`src/rtl/seq_mul_param.sv`:
```
// Parametrised shift-and-add multiplier, WIDTH x WIDTH -> 2*WIDTH, with early exit.
// Optional signed operation is compiled in with `define MUL_SIGNED_EN.
module seq_mul_param #(
    parameter int WIDTH = 16
) (
    input  logic                 CLK,
    input  logic                 RESET,
    input  logic                 LOAD,
    input  logic [WIDTH-1:0]     A,
    input  logic [WIDTH-1:0]     B,
`ifdef MUL_SIGNED_EN
    input  logic                 SIGNED_OP,
`endif
    output logic                 BUSY,
    output logic                 DONE,
    output logic [2*WIDTH-1:0]   RESULT,
    output logic [WIDTH-1:0]     P
);

    localparam int CNT_W = $clog2(WIDTH + 1);

    typedef enum logic [1:0] {S_IDLE, S_RUN, S_DONE} state_t;

    state_t               state, state_nxt;
    logic [2*WIDTH-1:0]   mc;
    logic [WIDTH-1:0]     mp;
    logic [2*WIDTH-1:0]   acc;
    logic [CNT_W-1:0]     cnt;
    logic                 neg;
    logic [2*WIDTH-1:0]   result_q;

    logic                 accept;
    logic [WIDTH-1:0]     a_mag, b_mag;
    logic                 sign_in;
    logic [2*WIDTH-1:0]   acc_sum;
    logic [WIDTH-1:0]     mp_shift;
    logic                 last_step;

    // Negation of the magnitude product; zero stays zero under two's complement.
    function automatic logic [2*WIDTH-1:0] apply_sign(input logic n, input logic [2*WIDTH-1:0] v);
        return n ? (~v + 1'b1) : v;
    endfunction

`ifdef MUL_SIGNED_EN
    // The most-negative value maps onto itself, which is its correct unsigned magnitude.
    function automatic logic [WIDTH-1:0] magnitude(input logic en, input logic [WIDTH-1:0] v);
        return (en && v[WIDTH-1]) ? (~v + 1'b1) : v;
    endfunction

    assign a_mag   = magnitude(SIGNED_OP, A);
    assign b_mag   = magnitude(SIGNED_OP, B);
    assign sign_in = SIGNED_OP & (A[WIDTH-1] ^ B[WIDTH-1]);
`else
    assign a_mag   = A;
    assign b_mag   = B;
    assign sign_in = 1'b0;
`endif

    assign accept    = LOAD && (state == S_IDLE || state == S_DONE);
    assign acc_sum   = acc + (mp[0] ? mc : '0);
    assign mp_shift  = mp >> 1;
    assign last_step = (mp_shift == '0) || (cnt == CNT_W'(WIDTH - 1));

    always_ff @(posedge CLK) begin
        if (RESET) state <= S_IDLE;
        else       state <= state_nxt;
    end

    always_comb begin
        state_nxt = state;
        case (state)
            S_IDLE, S_DONE: begin
                if (LOAD) state_nxt = (b_mag != '0) ? S_RUN : S_DONE;
                else      state_nxt = S_IDLE;
            end
            S_RUN:   if (last_step) state_nxt = S_DONE;
            default: state_nxt = S_IDLE;
        endcase
    end

    always_ff @(posedge CLK) begin
        if (RESET) begin
            mc       <= '0;
            mp       <= '0;
            acc      <= '0;
            cnt      <= '0;
            neg      <= 1'b0;
            result_q <= '0;
        end else if (accept) begin
            mc  <= {{WIDTH{1'b0}}, a_mag};
            mp  <= b_mag;
            acc <= '0;
            cnt <= '0;
            neg <= sign_in;
            if (b_mag == '0) result_q <= '0;
        end else if (state == S_RUN) begin
            acc <= acc_sum;
            mc  <= mc << 1;
            mp  <= mp_shift;
            cnt <= cnt + CNT_W'(1);
            if (last_step) result_q <= apply_sign(neg, acc_sum);
        end
    end

    assign BUSY   = (state == S_RUN);
    assign DONE   = (state == S_DONE);
    assign RESULT = result_q;
    assign P      = result_q[WIDTH-1:0];

endmodule

```
`config.mk`:
```
export PLATFORM = sky130hd
export DESIGN_NAME = seq_mul_param
export DESIGN_NICKNAME = d
export VERILOG_FILES = /design/src/rtl/seq_mul_param.sv
export SDC_FILE = /design/constraint.sdc
export NUM_CORES = 1
export LEC_CHECK = 0
export CORE_ASPECT_RATIO = 0.8
export CORE_UTILIZATION = 45
export CTS_CLUSTER_SIZE = 30
export DETAILED_ROUTE_END_ITERATION = 7
export GPL_TIMING_DRIVEN = 0
export PLACE_DENSITY_LB_ADDON = 0.25
export RECOVER_POWER = 100
export SETUP_SLACK_MARGIN = 0.15
export SLEW_MARGIN = 20
export SYNTH_ARGS = -nofsm -noshare
export SYNTH_HDL_FRONTEND = slang
export SYNTH_SLANG_ARGS = --single-unit
```
`constraint.sdc`:
```
create_clock -name CLK -period 3.2 [get_ports CLK]
set_input_delay 0.32 -clock CLK [delete_from_list [all_inputs] [get_ports CLK]]
set_output_delay 0.32 -clock CLK [all_outputs]
set_load 0.005 [all_outputs]
```
# Word-level counts from Yosys, hierarchy flattened
# Index checks and enable logic that the tools add are counted.
[totals] ff_bits=119 latch_bits=0 ramBits=0 romBits=0 input_bits=35 wordCells=39 memories=0
[classes] n_addsub=2 mul=0 div=0 magnitude_cmp=0 eq_ne=5 n_shift=0 n_mux=13 n_bitwise=0 n_reduce_logical=12
[ops] cell="2-to-1 mux 32 bit" count=5
[ops] cell="2-to-1 mux 16 bit" count=4
[ops] cell="adder 32 bit" count=1
[ops] cell="logical NOT 16 bit" count=2
[ops] cell="nonzero test 16 bit" count=1
[ops] cell="2-to-1 mux 2 bit" count=3
[ops] cell="adder 5 x 1 -> 5 bit, second input constant" count=1
[ops] cell="equality test 5 x 4 -> 1 bit, second input constant" count=1
[ops] cell="inequality test 2 x 1 -> 1 bit, second input constant" count=2
[ops] cell="case mux 2 bit (2 select lines)" count=1
[ops] cell="nonzero test 2 bit" count=2
[ops] cell="OR reduction 2 bit" count=2
[ops] cell="AND reduction 3 bit" count=1
[ops] cell="equality test 2 x 1 -> 1 bit, second input constant" count=1
[ops] cell="equality test 2 bit, second input constant" count=1
[ops] cell="logical NOT 2 bit" count=1
[ops] cell="logical OR 1 bit" count=2
[ops] cell="logical AND 1 bit" count=1

# Logic depth before layout (Yosys ltp)
[depth] ltp_word=5 ltp_mapped=13 depth_no_buf=12

# Worst setup path before layout
# No wires, ideal clock.
[synth_timing] path_kind="register to register" start="register mp[0]" end="register result_q[24] (netlist: RESULT[24])" t_arrival_ps=2639 required_time_ps=3082 path_slack_ps=442 stages_incl_launch_ff=14 period_less_slack_ps=2758 path_cell_list="dfxtp_1 > clkbuf_1 > and2_1 > ha_1 > fa_1 > a21o_1 > a21oi_2 > o211ai_2 > and2b_1 > nor2_2 > o31ai_4 > a31o_2 > xnor2_1 > o21ai_1"
[synth_between] elab_chain_cells=5
[synth_rtl] item="start: declaration" line="26" source="logic [WIDTH-1:0] mp;"
[synth_rtl] item="start signal: assignment" line="91" source="mp <= b_mag;"
[synth_rtl] item="start signal: assignment" line="99" source="mp <= mp_shift;"
[synth_rtl] item="2-to-1 mux 32 bit" line="60" source="assign acc_sum = acc + (mp[0] ? mc : '0);"
[synth_rtl] item="adder 32 bit" line="60"
[synth_rtl] item="2-to-1 mux 32 bit" line="101" source="if (last_step) result_q <= apply_sign(neg, acc_sum);"
[synth_rtl] item="2-to-1 mux 32 bit" line="96" source="end else if (state == S_RUN) begin"
[synth_rtl] item="2-to-1 mux 32 bit" line="89" source="end else if (accept) begin"
[synth_rtl] item="end signal: assignment" line="101"
[synth_rtl] item="end: declaration" line="30" source="logic [2*WIDTH-1:0] result_q;"
# No other way between the ends. The select of a mux whose other input is x is not followed.
# A chain may end at the register's enable or synchronous reset.

# Final worst setup path
[layout_timing] start="register mp[0]" end="register result_q[23] (netlist: RESULT[23])"
# Same word-level chain as after synthesis.

==> flow_summary.json <==
{
  "status": "finished clean",
  "power.total_mw": 3.91,
  "area_growth_pct": 27.4,
  "grt_pass1_vias": 5446,
  "synth_fa_ha_area_share_pct": 6.87,
  "worstSetupPathType": "flop to flop",
  "final_max_slew_viol_count": 0,
  "fmax_mhz": 332,
  "period_share_pct": 94.1,
  "gr-total-overflow": 0,
  "drt_pre_antenna_iters": 5,
  "clkSlewWorstSetupHoldPaths_ps": 60,
  "gp_congestion": 0.925,
  "final_antenna_net_count": 0,
  "busiest_layer": "met2",
  "grtUsageMet2_pct": 38.0,
  "rr_endpoint": "RESULT[23]",
  "crit_fanout": 10,
  "min_period_ps": 3010,
  "io_buffers": 83,
  "max_cap_viol_count": 0,
  "vias_per_cell": 5.56,
  "ys_seq_area_share_pct": 37.8,
  "drt_wl_total_um": 17600,
  "fp.dieW_um": 134,
  "fillers": 1229,
  "htree_levels": 4,
  "whs_endpoint": "RESULT[23]",
  "drive_above_1_share_pct": 11.0,
  "worst_hold_path_type": "flop to flop",
  "finalHoldViolCount": 0,
  "syn_area_per_cell_um2": 8.17,
  "peakVddDrop_mv": 0.479,
  "worst_ep_required_time_ps": 3500,
  "num_antenna_cells": 0,
  "p_leak_nw": 3.32,
  "synth_top_area_cell": "dfxtp_1",
  "cp_data_arrival_time_ps": 3320,
  "wl_per_cell_um": 16.4,
  "crit_start": "mp[0]",
  "synth_edf_count": 0,
  "synth_xor_area_share_pct": 4.59,
  "reg2reg_setup_slack_ps": 190,
  "synth-seq-cells": 119,
  "cts_tree": "done",
  "rsz0062_at_grt": "true",
  "ys.flop_type": "dfxtp_1",
  "grt.met3_usage_pct": 5.46,
  "io_pins": 85,
  "synth_compound_area_share_pct": 22.3,
  "r2r_cells": 12,
  "clock_skew_ps": 11.4,
  "dp_slack_ps": -157,
  "dpl.hpwl_um": 12600,
  "synth_warnings": 0,
  "cts.sinks": 119,
  "rows": 38,
  "powerDensity_nw_per_um2": 486,
  "hold_path_depth": 2,
  "grt_use_met1_pct": 36.2,
  "clk_latency_ps": 420,
  "cts-root-buf": "clkbuf_16",
  "synth_top_family_by_area": "simple AND/OR/NAND/NOR gates",
  "die-area_um2": 14500,
  "muxShareOfSynthArea_pct": 0.318,
  "grt_use_total_pct": 25.2,
  "ys_top_cells_by_area": "dfxtp_1 38%, nand2_1 7.4%, ha_1 6.6%",
  "clockBufferDepth": 2,
  "yosysUniqueCellTypes": 62,
  "setup_viol": 0,
  "netlist_area_um2": 6300,
  "post-synth-top-area-fraction_pct": 37.8,
  "crit_path_end_kind": "flop",
  "worstMarginPinSlew_ps": 869,
  "antenna_found_initial": 0,
  "vias": 5951,
  "grt_max_degree": 17,
  "syn-num-nets": 840,
  "core-area_um2": 13600,
  "synth_simple_gate_area_share_pct": 22.4,
  "async_reset_ff_share_pct": 0,
  "fp.dieH_um": 108,
  "cts_buffers": 17,
  "hp-start": "RESULT[23]",
  "maxSlewHeadroom_pct": 41.8,
  "synth_cells": 771,
  "final_util_pct": 59.0,
  "grt_first_pass_wirelength_um": 28300,
  "drtIter0Drc": 485,
  "drc": 0,
  "whs_ps": 449,
  "start_util_pct": 46.3,
  "rr_startpoint": "mp[0]",
  "nets": 946,
  "critical_path.startpoint_type": "flop",
  "worst_slack_ps": 188
}
## worst max-delay path, stage by stage (launching register included)
cell,delay (ps)
dfxtp_4,360
clkbuf_2,180
and2_0,190
ha_1,360
a21o_1,220
a21oi_2,190
a21oi_2,140
nor2_4,180
o21ai_2,90
a221o_1,340
a31oi_1,270
xor2_1,260
o21ai_1,100
## cells in the final DEF, fill, tap and decap left out, drive strengths merged, types with 4 or more instances in the layout
cell type,n
clkdlybuf4s50,33
o31ai,4
xnor2,19
nand2,125
a22oi,9
nand3,16
nor4,7
ha,33
a21o,17
clkbuf,51
nor2b,4
and2,32
o21a,4
a31oi,7
o21bai,5
o21ai,20
nand4,12
nor2,67
clkinvlp,6
o22ai,28
xor2,14
a22o,10
a21oi,77
inv,11
buf,35
dfxtp,119
nor3,35
dlygate4sd3,50
## what timing repair did
action                                  CTS  global route
hold buffers                              0             0
setup buffers                             2             2
pin swaps                                 7             8
resized for setup                        12             8
endpoints found under the setup margin   31            20
## through the flow
| step | TNS, ps | std cells | instance area, µm² |
|---|---|---|---|
| 6_report | 0 | 1070 | 8030 |
| 5_1_grt | 0 | 1070 | 8030 |
| 4_1_cts | 0 | 1068 | 8010 |
| 3_5_place_dp | -990 | 1034 | 7360 |
| 3_3_place_gp | -1040 | 1034 | 7360 |
| 2_1_floorplan | 0 | 771 | 6300 |
## synthesized netlist by cell type, types with 10 or more instances
| cell | instances |
|---|---|
| nand4_1 | 12 |
| clkbuf_1 | 28 |
| xnor2_1 | 19 |
| buf_4 | 18 |
| and2_1 | 32 |
| ha_1 | 33 |
| a21o_1 | 17 |
| nor3_1 | 34 |
| a22o_1 | 10 |
| nand3_1 | 16 |
| xor2_1 | 14 |
| nor2_1 | 65 |
| dfxtp_1 | 119 |
| o22ai_1 | 28 |
| nand2_1 | 125 |
| a21oi_1 | 69 |
## report_power, final
part	switching [mW]	leakage [nW]	internal [mW]
combinational	0.265	2.08	0.148
sequential	0.0430	0.967	1.54
clock	0.744	0.271	1.17
## registers in the layout, indices dropped and copies added (netlist names)
register  cells
RESULT       32
acc          32
state         2
mc           32
cnt           5
mp           16
## logic make-up after synthesis
kind of cell             Yosys count
buffers and inverters             73
adder cells (fa/ha/maj)           34
AO/OA/AOI/OAI                    202
AND/OR/NAND/NOR                  308
multiplexers                       2
flip-flops                       119
XOR/XNOR                          33
## layout make-up
class,instances,area [µm²],area share [%]
multi-input cells,579,3600,44.8
flip-flops and latches,119,2390,29.7
repair buffers,87,861,10.7
clock buffers,18,439,5.47
plain buffers,65,340,4.24
well taps,180,225,2.81
clock inverters,14,150,1.87
inverters,8,30.0,0.374
## routing by layer
layer,vias to the layer above,wire (µm)
li1,2938,-
met1,2773,8650
met2,218,7490
met3,22,1180
met4,0,238
met5,-,0
## how the worst max path moves through the flow
stage / cells past startpoint / to
after floorplan: 13 / RESULT[24]
after global placement: 13 / RESULT[28]
after detailed placement: 13 / RESULT[28]
after CTS: 13 / RESULT[28]
after global routing: 12 / RESULT[23]
final: 12 / RESULT[23]
Power figures use the tool's default switching activity.
==> edit 1, RTL diff (same flow settings) <==
Add a define of `MUL_SIGNED_EN`.
--- a/src/rtl/seq_mul_param.sv
+++ b/src/rtl/seq_mul_param.sv
@@ -1,5 +1,7 @@
 // Parametrised shift-and-add multiplier, WIDTH x WIDTH -> 2*WIDTH, with early exit.
 // Optional signed operation is compiled in with `define MUL_SIGNED_EN.
+`define MUL_SIGNED_EN
+
 module seq_mul_param #(
     parameter int WIDTH = 16
 ) (
Ports: changed (added SIGNED_OP); port bits go from 85 to 86. No check against the original RTL was run, so the function may have changed too.
==> edit 1 against the original RTL <==
- first-iteration DRC count is 45% higher
- synthesized cell count is 35% higher
- power is 14% higher
- setup slack worse by 0.90 ns
- area after synthesis is 26% higher
- the run now ends with setup timing left
- clock skew is 0.0030 ns lower
- via count is 38% higher
- combinational power is 130% higher
- routed wire length is 43% higher
- final area is 38% higher
- sequential cell count is 1 higher
==> edit 1: results (changes against the original RTL) <==
worst_setup_path:
  worst-path-max-fanout: 5  # -5
  r2r_cells: 17  # +5
  critPathArrivalTime_ns: 4.20  # +0.88 ns
run_status:
  status: "complete, but fails checks"
  violations: "setup timing"
sta:
  tns_ns: -12.88  # -12.88 ns
  setup_viol: 28  # +28
  holdWs_ns: 0.253  # -0.196 ns
  setup_slack_ns: -0.708  # -0.896 ns
global_routing:
  grt_pass1_vias: 7354  # +35%
  grt_pass1_wl_um: 37700  # +33%
  track_usage_pct: 26.7  # +1.4 points
  use_met1_pct: 37.3  # +1.1 points
final_layout:
  final_layout_size_suffix_gt1_share_pct: 20.3  # +9.3 points
  fin_nets: 1284  # +36%
route:
  drt_iter0_drc: 702  # +45%
  finalWirelength_um: 25000  # +43%
  first_pass_iters: 8  # +3
  wl_met3_um: 2000  # +69%
  dr_total_vias: 8225  # +38%
yosys:
  synth_top_family_by_area: "compound AO/OA/AOI/OAI gates"
  synth_xor_area_share_pct: 9.37  # +4.8 points
  ys_top_cells_by_count: "nand2_1 (177), dfxtp_1 (120), a21oi_1 (99)"
  synthMuxAreaShare_pct: 1.02  # +0.71 points
  synth_compound_area_share_pct: 24.5  # +2.2 points
  yosys.area_share.adder_pct: 6.08  # -0.79 points
place:
  dpl.hpwl_um: 17200  # +36%
  gp_congestion: 0.920  # -0.54%
  numPortBuffers: 84  # +1.2%
  placed_cell_area_mm2: 0.00918  # +25%
clock_tree:
  post_cts_resized: 117  # +105
power:
  p_int_mw: 3.18  # +11%
  finalPower_mw: 4.47  # +14%
[edit 1: kinds of logic after synthesis]
family / count (synthesis)
and+or+nand+nor: 403
DFF: 120
buffers and inverters: 96
AOI/OAI and AO/OA: 294
adders and majority gates: 38
muxes: 8
xor gates and xnor gates: 85
[edit 1: worst reg2reg max path, stage by stage (launching register included)]
cell and delay (ns):
dfxtp_4 0.36, buf_8 0.12, and2_4 0.15, ha_4 0.16, fa_2 0.37, a211oi_4 0.38
o211ai_1 0.19, a21boi_2 0.20, xnor2_2 0.11, or4_4 0.52, buf_6 0.14, buf_6 0.11
nor3_4 0.13, nand4_1 0.14, buf_6 0.19, o41ai_4 0.24, xor2_1 0.20, o2bb2ai_1 0.08
[edit 1: worst paths after layout]
check	to
hold / removal	mp[1]
hold reg to reg	acc[13]
setup reg to reg	RESULT[30]
setup / recovery	RESULT[30]
[edit 1: power by group through the flow]
stage	Sequential [mW]	Clock (mW)	Combinational, mW
6_report	1.59	1.93	0.943
5_1_grt	1.60	2.01	1.01
4_1_cts	1.59	1.94	0.850
3_5_place_dp	1.62	0	0.699
3_3_place_gp	1.62	0	0.697
2_1_floorplan	1.61	0	0.474
[edit 1: cell type report]
type,instances,area (µm²),share of cell area [%]
inverter,18,67.6,0.610
sequential,120,2410,21.7
timing repair buffer,147,1380,12.4
clock inverter,7,91.3,0.824
clock buffer,24,502,4.53
tap,225,282,2.54
buffer,78,437,3.94
multi-input combinational,828,5920,53.4
[edit 1: stage by stage]
stage	util (%)	cells	setup slack, ns
after floorplan	-	1044	-0.359
after CTS	60.9	1423	-0.730
after global placement	53.0	1353	-1.29
after detailed placement	53.0	1353	-1.28
after global routing	63.9	1447	-0.828
final	63.9	1447	-0.708
==> edit 2, RTL diff (same flow settings) <==
Without the edit above. Re-encode `state_t` (3 states) as one-hot, 3 bits wide.
--- a/src/rtl/seq_mul_param.sv
+++ b/src/rtl/seq_mul_param.sv
@@ -19,7 +19,7 @@
 
     localparam int CNT_W = $clog2(WIDTH + 1);
 
-    typedef enum logic [1:0] {S_IDLE, S_RUN, S_DONE} state_t;
+    typedef enum logic [2:0] {S_IDLE = 3'b001, S_RUN = 3'b010, S_DONE = 3'b100} state_t;
 
     state_t               state, state_nxt;
     logic [2*WIDTH-1:0]   mc;
Formal check against the unedited RTL: same outputs for any inputs over 4 cycles, from zero or initial values and one cycle with RESET high; so few cycles prove little.
==> edit 2 against the original RTL <==
- the run now ends with DRC left
- via count rose by 10%
- sequential cell count rose by 1
- combinational power fell by 40%
- die area rose by 6.4%
- routed wire length rose by 13%
- core utilization fell by 0.88 points
- area after synthesis rose by 6.6%
- setup slack got worse by 0.0045 ns
- power fell by 2.1%
- final area rose by 4.6%
- clock power rose by 6%
- highest routed layer unchanged
==> edit 2: results (changes against the original RTL) <==
route:
  first_pass_iters: 7  # +2
  drc: 6  # +6
  wl_per_cell_um: 17.3  # +5.1%
  drt_iter0_drc: 809  # +67%
  dr_total_vias: 6566  # +10%
sta:
  clock_skew_ns: 0.00837  # -0.00303 ns
yosys:
  yosysUniqueCellTypes: 68  # +9.7%
  yosysSeqAreaShare_pct: 35.8  # -2.0 points
  syn_avg_cell_area_um2: 7.92  # -3.1%
  ys_top_cells_by_count: "nand2_1 (149), dfxtp_1 (120), a21oi_1 (96)"
  syn_nets: 917  # +9.2%
final_layout:
  fin_nets: 1021  # +7.9%
  final_layout_size_suffix_gt1_share_pct: 8.83  # -2.2 points
global_routing:
  track_usage_pct: 26.4  # +1.2 points
  grt_pass1_wl_um: 31600  # +12%
  grt_pass1_vias: 6087  # +12%
power:
  p_leak_nw: 3.42  # +3.1%
  ir_worst_vdd_uv: 395  # -18%
run_status:
  status: "complete, but fails checks"
  violations: "DRC"
worst_setup_path:
  cp_slowest_stage_delay_ns: 0.57  # +0.21 ns
  crit_family: "buffers and inverters"
place:
  numPortBuffers: 84  # +1.2%
  gp_congestion: 0.936  # +1.2%
  dpl.hpwl_um: 14800  # +17%
edit 2: cell types whose count changed after synthesis, moves of 6 or more:
cell      before  now
nor3_1        34    9
nand2_1      125  149
o22ai_1       28    2
nor2_1        65   42
xnor2_1       19    8
a21o_1        17    9
a22oi_1        9   26
o21ai_1        9    2
a21oi_1       69   96
o21ai_0        5   43
clkbuf_1      28   34
nand3_1       16   34
or3_1          0    8
edit 2: final timing paths:
path | startpoint | to | cells past startpoint | slack [ns]
worst max-delay path | state[2] | BUSY | 7 | 0.18
worst min-delay path | RESULT[25] | RESULT[25] | 2 | 0.45
worst max register to register | mp[0] | acc[30] | 10 | 0.22
worst min register to register | RESULT[25] | RESULT[25] | 2 | 0.45
edit 2: metal layers:
layer,track usage [%],vias up,part of all wire (%)
met2,39.0,284,42
met4,9.36,0,1.8
li1,-,3239,-
met1,36.9,3017,47
met5,0,-,0
met3,6.78,26,8.5
edit 2: what timing repair did:
item,CTS,global route
pin swaps,0,1
gates cloned,0,0
setup endpoints to repair,6,27
resized for setup,5,8
buffers inserted,0,1
hold buffers,0,0
edit 2: area by class of cell:
class / count / area [µm²]
tap: 184 / 230
fill: 1359 / 6040
multi-input combinational: 647 / 3910
inverter: 11 / 41.3
buffer: 70 / 357
timing repair buffer: 85 / 848
sequential: 120 / 2400
clock buffer: 22 / 464
clock inverter: 8 / 146
edit 2: logic make-up after synthesis:
family / after synthesis
and+or+nand+nor: 329
muxes: 4
adders and majority gates: 34
xor gates and xnor gates: 24
buffers and inverters: 81
AOI/OAI and AO/OA: 256
DFF: 120
edit 2: report_power, final:
part / internal (mW) / leakage, nW / switching, mW
sequential: 1.53 / 0.972 / 0.0284
clock: 1.33 / 0.296 / 0.685
combinational: 0.0946 / 2.16 / 0.155
edit 2: worst register-to-register path, cell delays in order (launching register included):
cell and delay (ns):
dfxtp_2 0.40, clkbuf_2 0.20, and2_0 0.23, ha_2 0.36
a21oi_2 0.18, o21ai_1 0.13, or4_4 0.46, a221oi_4 0.31
mux2_1 0.35, a21oi_1 0.15, o211a_1 0.15
edit 2: stage by stage:
stage	instance area, µm²	power, mW
floorplan	6720	1.72
global placement	7790	1.83
detailed placement	7790	1.83
CTS	8410	3.83
global route	8400	3.94
finish	8400	3.82
